==> src/rtl/mem_lsu_pkg.sv <==
// mem_lsu_pkg: shared encodings for the memory-access stage.
package mem_lsu_pkg;
  localparam logic [2:0] MEM_LB  = 3'b000;
  localparam logic [2:0] MEM_LH  = 3'b001;
  localparam logic [2:0] MEM_LW  = 3'b010;
  localparam logic [2:0] MEM_LBU = 3'b100;
  localparam logic [2:0] MEM_LHU = 3'b101;
  localparam logic [2:0] MEM_SB  = 3'b000;
  localparam logic [2:0] MEM_SH  = 3'b001;
  localparam logic [2:0] MEM_SW  = 3'b010;
  localparam logic SEL_ALU_DATA = 1'b0;
  localparam logic SEL_MEM_DATA = 1'b1;
  localparam logic RESET_ENABLE = 1'b0;
  typedef enum logic [1:0] {IDLE, REQ, WAIT, DONE} state_t;
endpackage

==> src/rtl/mem_lsu_align.sv <==
// mem_lsu_align: misalignment detect, store lane steering and load extraction.
module mem_lsu_align
  import mem_lsu_pkg::*;
(
  input  logic [2:0]  op,
  input  logic [1:0]  off,
  input  logic        load,
  input  logic        store,
  input  logic [31:0] store_data,
  input  logic [31:0] rdata,
  output logic        err,
  output logic [31:0] wdata,
  output logic [3:0]  wmask,
  output logic [31:0] load_data
);
  logic        bad;
  logic [31:0] shifted;
  always_comb begin
    bad = 1'b1;
    case (op)
      MEM_LB:           bad = 1'b0;
      MEM_LH:           bad = off[0];
      MEM_LW:           bad = |off;
      MEM_LBU, MEM_LHU: bad = store | (op[0] & off[0]);
      default:          bad = 1'b1;
    endcase
    err = (load | store) & bad;
    shifted = rdata >> {off, 3'b000};
    wmask = !store ? 4'b0000 : op[1:0] == 2'b00 ? 4'b0001 << off : op[1:0] == 2'b01 ? 4'b0011 << off : 4'b1111;
    wdata = op[1:0] == 2'b00 ? {4{store_data[7:0]}} : op[1:0] == 2'b01 ? {2{store_data[15:0]}} : store_data;
    load_data = op[1:0] == 2'b00 ? {{24{~op[2] & shifted[7]}}, shifted[7:0]}
              : op[1:0] == 2'b01 ? {{16{~op[2] & shifted[15]}}, shifted[15:0]} : rdata;
  end
endmodule

==> src/rtl/mem_lsu.sv <==
// mem_lsu: memory-access stage FSM between execute and the write-back register.
module mem_lsu
  import mem_lsu_pkg::*;
#(
  parameter int REG_ADDR_W = 5,
  parameter int XLEN       = 32
) (
  input  logic                  clock,
  input  logic                  reset,
  input  logic                  valid_i,
  output logic                  ready_o,
  input  logic                  mem_ren_i,
  input  logic                  mem_wen_i,
  input  logic [2:0]            mem_op_i,
  input  logic [XLEN-1:0]       alu_result_i,
  input  logic [XLEN-1:0]       store_data_i,
  input  logic                  wena_i,
  input  logic                  wsel_i,
  input  logic [REG_ADDR_W-1:0] waddr_i,
  output logic                  req_valid_o,
  input  logic                  req_ready_i,
  output logic [XLEN-1:0]       req_addr_o,
  output logic                  req_wen_o,
  output logic [XLEN-1:0]       req_wdata_o,
  output logic [3:0]            req_wmask_o,
  input  logic                  rsp_valid_i,
  input  logic [XLEN-1:0]       rsp_rdata_i,
  output logic                  we_o,
  output logic                  wena_o,
  output logic                  wsel_o,
  output logic [REG_ADDR_W-1:0] waddr_o,
  output logic [XLEN-1:0]       alu_result_o,
  output logic [XLEN-1:0]       mem_result_o,
  output logic                  err_o
);
  state_t                state, next;
  logic [2:0]            op_q;
  logic [XLEN-1:0]       addr_q, sdata_q, wdata, load_data;
  logic                  load_q, store_q, wena_q, wsel_q, err;
  logic [REG_ADDR_W-1:0] waddr_q;
  logic [3:0]            wmask;
  logic                  idle, req, direct, mem_done;
  assign idle = state == IDLE;
  assign req = state == REQ;
  assign direct = idle && next == DONE;
  assign mem_done = state == WAIT && rsp_valid_i;
  // In IDLE the aligner judges the incoming op; afterwards it works on the captured one.
  mem_lsu_align u_align (
    .op         (idle ? mem_op_i : op_q),
    .off        (idle ? alu_result_i[1:0] : addr_q[1:0]),
    .load       (idle ? mem_ren_i : load_q),
    .store      (idle ? mem_wen_i : store_q),
    .store_data (idle ? store_data_i : sdata_q),
    .rdata      (rsp_rdata_i),
    .err        (err),
    .wdata      (wdata),
    .wmask      (wmask),
    .load_data  (load_data)
  );
  always_ff @(posedge clock)
    state <= reset == RESET_ENABLE ? IDLE : next;
  always_comb
    next = state == IDLE ? (valid_i ? ((mem_ren_i | mem_wen_i) && !err ? REQ : DONE) : IDLE)
         : state == REQ  ? (req_ready_i ? WAIT : REQ)
         : state == WAIT ? (rsp_valid_i ? DONE : WAIT) : IDLE;
  always_comb begin
    ready_o = idle;
    req_valid_o = req;
    we_o = state == DONE;
    req_addr_o = req ? {addr_q[XLEN-1:2], 2'b00} : '0;
    req_wen_o = req & store_q;
    req_wdata_o = req & store_q ? wdata : '0;
    req_wmask_o = req ? wmask : 4'b0000;
  end
  always_ff @(posedge clock)
    if (reset == RESET_ENABLE) begin
      {op_q, addr_q, sdata_q, load_q, store_q, wena_q, wsel_q, waddr_q} <= '0;
      {wena_o, wsel_o, waddr_o, alu_result_o, mem_result_o, err_o} <= '0;
    end else begin
      if (idle && valid_i) begin
        op_q <= mem_op_i;
        addr_q <= alu_result_i;
        sdata_q <= store_data_i;
        load_q <= mem_ren_i;
        store_q <= mem_wen_i;
        wena_q <= wena_i;
        wsel_q <= wsel_i;
        waddr_q <= waddr_i;
      end
      if (direct) begin
        wena_o <= wena_i & ~err;
        wsel_o <= wsel_i;
        waddr_o <= waddr_i;
        alu_result_o <= alu_result_i;
        mem_result_o <= '0;
        err_o <= err;
      end else if (mem_done) begin
        wena_o <= wena_q;
        wsel_o <= wsel_q;
        waddr_o <= waddr_q;
        alu_result_o <= addr_q;
        mem_result_o <= load_q ? load_data : '0;
        err_o <= 1'b0;
      end
    end
endmodule

==> config.mk <==
export PLATFORM = sky130hd
export DESIGN_NAME = mem_lsu
export DESIGN_NICKNAME = d
export VERILOG_FILES = /design/src/rtl/mem_lsu_pkg.sv /design/src/rtl/mem_lsu_align.sv /design/src/rtl/mem_lsu.sv
export SDC_FILE = /design/constraint.sdc
export NUM_CORES = 1
export LEC_CHECK = 0
export CORE_ASPECT_RATIO = 1.2
export CORE_MARGIN = 2
export CORE_UTILIZATION = 49
export CTS_CLUSTER_SIZE = 12
export DETAILED_ROUTE_END_ITERATION = 6
export PLACE_DENSITY = 0.87
export SLEW_MARGIN = 5
export SYNTH_ARGS = -nofsm -noshare
export SYNTH_HDL_FRONTEND = slang
export SYNTH_SLANG_ARGS = --single-unit
==> constraint.sdc <==
create_clock -name clock -period 7.45 [get_ports clock]
set_input_delay 1.49 -clock clock [delete_from_list [all_inputs] [get_ports clock]]
set_output_delay 1.49 -clock clock [all_outputs]
set_load 0.05 [all_outputs]
==> impl_metrics.toml <==
[setup_path]
start_kind = "input pin"
cp.required_ps = 5960
critPathMaxFanout = 19
critPathArrivalTime_ps = 4300
worst_setup_path_end_kind = "output port"
path_class = "input pin to output port"

[sta]
fin_crit_sh = 0.778
tightest_slew_ps = 1130
drv_slew = 0
finClkSkew_ps = 7.90
rsz0062_at_grt = "false"
fmax_ghz = 0.173
setup_viol = 0
slew-limit-headroom = 0.248
hold_violations = 0
fin_tns_setup_ps = 0
fin_crit_ps = 5790

[synthesis]
seq_area_frac_synth = 0.422
async_flop_share = 0
ys_types = 60
ys.flop_type = "dfxtp_1"
ys_top_cells_by_area = "dfxtp_1 (42%), nand2_1 (14%), a21oi_1 (7.9%)"
synth_area_per_cell_um2 = 7.76
synth_edf_count = 0
synth_top_area_frac = 0.422
syn_area_um2 = 7110
synth.most_common_cell = "nand2_1"
synthTopCellsByCount = "nand2_1 (261), dfxtp_1 (150), a21oi_1 (112), nor2_1 (60), clkbuf_1 (52)"
ys_ff_latch = 150
synth_area_leader_cell = "dfxtp_1"
netlist_instances = 916
yosysWarnings = 0

[die]
initial_core_util = 0.497
core_area_um2 = 14300
die_x_um = 114
io_pins = 257
num_rows = 48
die_h_um = 136
die_area_um2 = 15500

[power_and_ir_drop]
powerDensity_nw_per_um2 = 237
totalPowerFinal_w = 0.00242
p_leak_nw = 3.91
ir_worst_vdd_mv = 0.174

[layout]
final-seq-area_um2 = 3000
drive_above_1_share = 0.0630
area_delta_synth_final_pct = 43.5
fillers = 1130
multi_input_area_um2 = 3750
nNetsFinal = 1247
diodes = 0
fin_area_um2 = 10200

[cts]
cts_buffer_depth = 2
clkTransAtPathRegs_ps = 60
cts_resized = 0
cts_tree = "done"
cts_buffers = 17
holdBufCountCts = 0
cts_root_buf = "clkbuf_16"
post_cts.repair.setup_buffers = 0
htreeDepth = 4
clkLatencyLatePin_ps = 420
cts.sinks = 150

[routing]
drtAntennaViolNets = 0
drtPass1Iterations = 7
wl_per_cell_um = 18.0
drc = 1
routed_wirelength_um = 23700
num_vias = 7745
avgViaCountPerCell = 5.88
drt_iter0_markers = 670

[run_status]
violations = "design-rule violations"
outcome = "finished with violations"

[global_route]
grt_usage = 0.297
grt_pass1_vias = 7352
grt.overflow.total = 0
antenna_found_initial = 0
grt_max_degree = 83
grt_first_pass_wirelength_um = 36900

[placed_design]
dp_hpwl_um = 15700
gp_congestion = 0.940
placed_area_um2 = 9650
port-buffer-count = 254

[worst_hold_path]
min_path_type = "flop to flop"

[flow_run]
max-cap-violations = 0
## report_power, final
group | internal, W | leakage, nW | switching [W] | total [W]
Combinational | 0.000233 | 2.42 | 0.000460 | 0.000693
Sequential | 0.000868 | 1.22 | 0.0000532 | 0.000922
Clock | 0.000467 | 0.258 | 0.000341 | 0.000808
## critical path: stages
cell and delay [ps]:
clkdlybuf4s50_1 600, or3b_2 500, nand2_1 560, nand2_1 140, a21oi_1 170, clkdlybuf4s50_1 820
## final timing paths
path,from,end,slack [ps],cells after the start
min reg2reg,waddr_q[0],waddr_q[0],450,2
max reg2reg,state[0],alu_result_o[19],3220,10
min,waddr_q[0],waddr_q[0],450,2
max,mem_op_i[1],req_wdata_o[23],1660,6
## stage by stage
stage,cells,util,worst slack (ps),hold WS [ps]
final,1318,0.714,1660,452
after global routing,1318,0.714,1520,479
after CTS,1318,0.714,1690,451
after detailed placement,1286,0.675,1700,443
after global placement,1286,0.675,1790,437
after floorplan,917,-,2600,432
## layer usage
metal | vias up | GRT usage | part of all wire
li1 | 3629 | - | -
met1 | 3644 | 0.345 | 0.38
met2 | 407 | 0.506 | 0.49
met3 | 65 | 0.0856 | 0.093
met4 | 0 | 0.133 | 0.035
met5 | - | 0 | 0
## kinds of logic (layout without fill, tap and decap cells)
family,count (synthesis),count (layout),synth area share
adder cells (fa/ha/maj),4,4,0.00704
flip-flops,150,150,0.422
AND/OR/NAND/NOR,424,424,0.263
multiplexers,5,5,0.00845
AO/OA/AOI/OAI,248,248,0.244
other,1,2,0.000527
buffers and inverters,84,310,0.0542
## cell type report
class | instances | share of cell area
Inverter | 11 | 0.00429
Clock buffer | 20 | 0.0438
Clock inverter | 12 | 0.0103
Multi-Input combinational cell | 683 | 0.367
Timing Repair Buffer | 267 | 0.259
Sequential cell | 150 | 0.294
Tap cell | 175 | 0.0215
## state kept, by name, summed over array words and instances, names as in the netlist, 2 cells and up
| signal | flops |
|---|---|
| state | 2 |
| waddr_q | 5 |
| sdata_q | 32 |
| mem_result_o | 32 |
| addr_q | 32 |
| op_q | 3 |
| waddr_o | 5 |
| alu_result_o | 32 |
## cells in the final DEF (no fill, tap or decap), types with 5 or more instances in the layout
master           instances
a21oi_1                111
a221o_1                 37
a22oi_1                  7
a31o_2                   8
a31oi_1                  8
and2_1                  32
and3_1                  45
buf_4                   13
clkbuf_16               17
clkdlybuf4s50_1        254
clkinvlp_4               5
dfxtp_1                150
inv_1                    6
nand2_1                260
nor2_1                  60
o2111ai_1                8
o21ai_0                 11
o221ai_1                14
o31a_1                  17
Power figures use the tool's default switching activity.
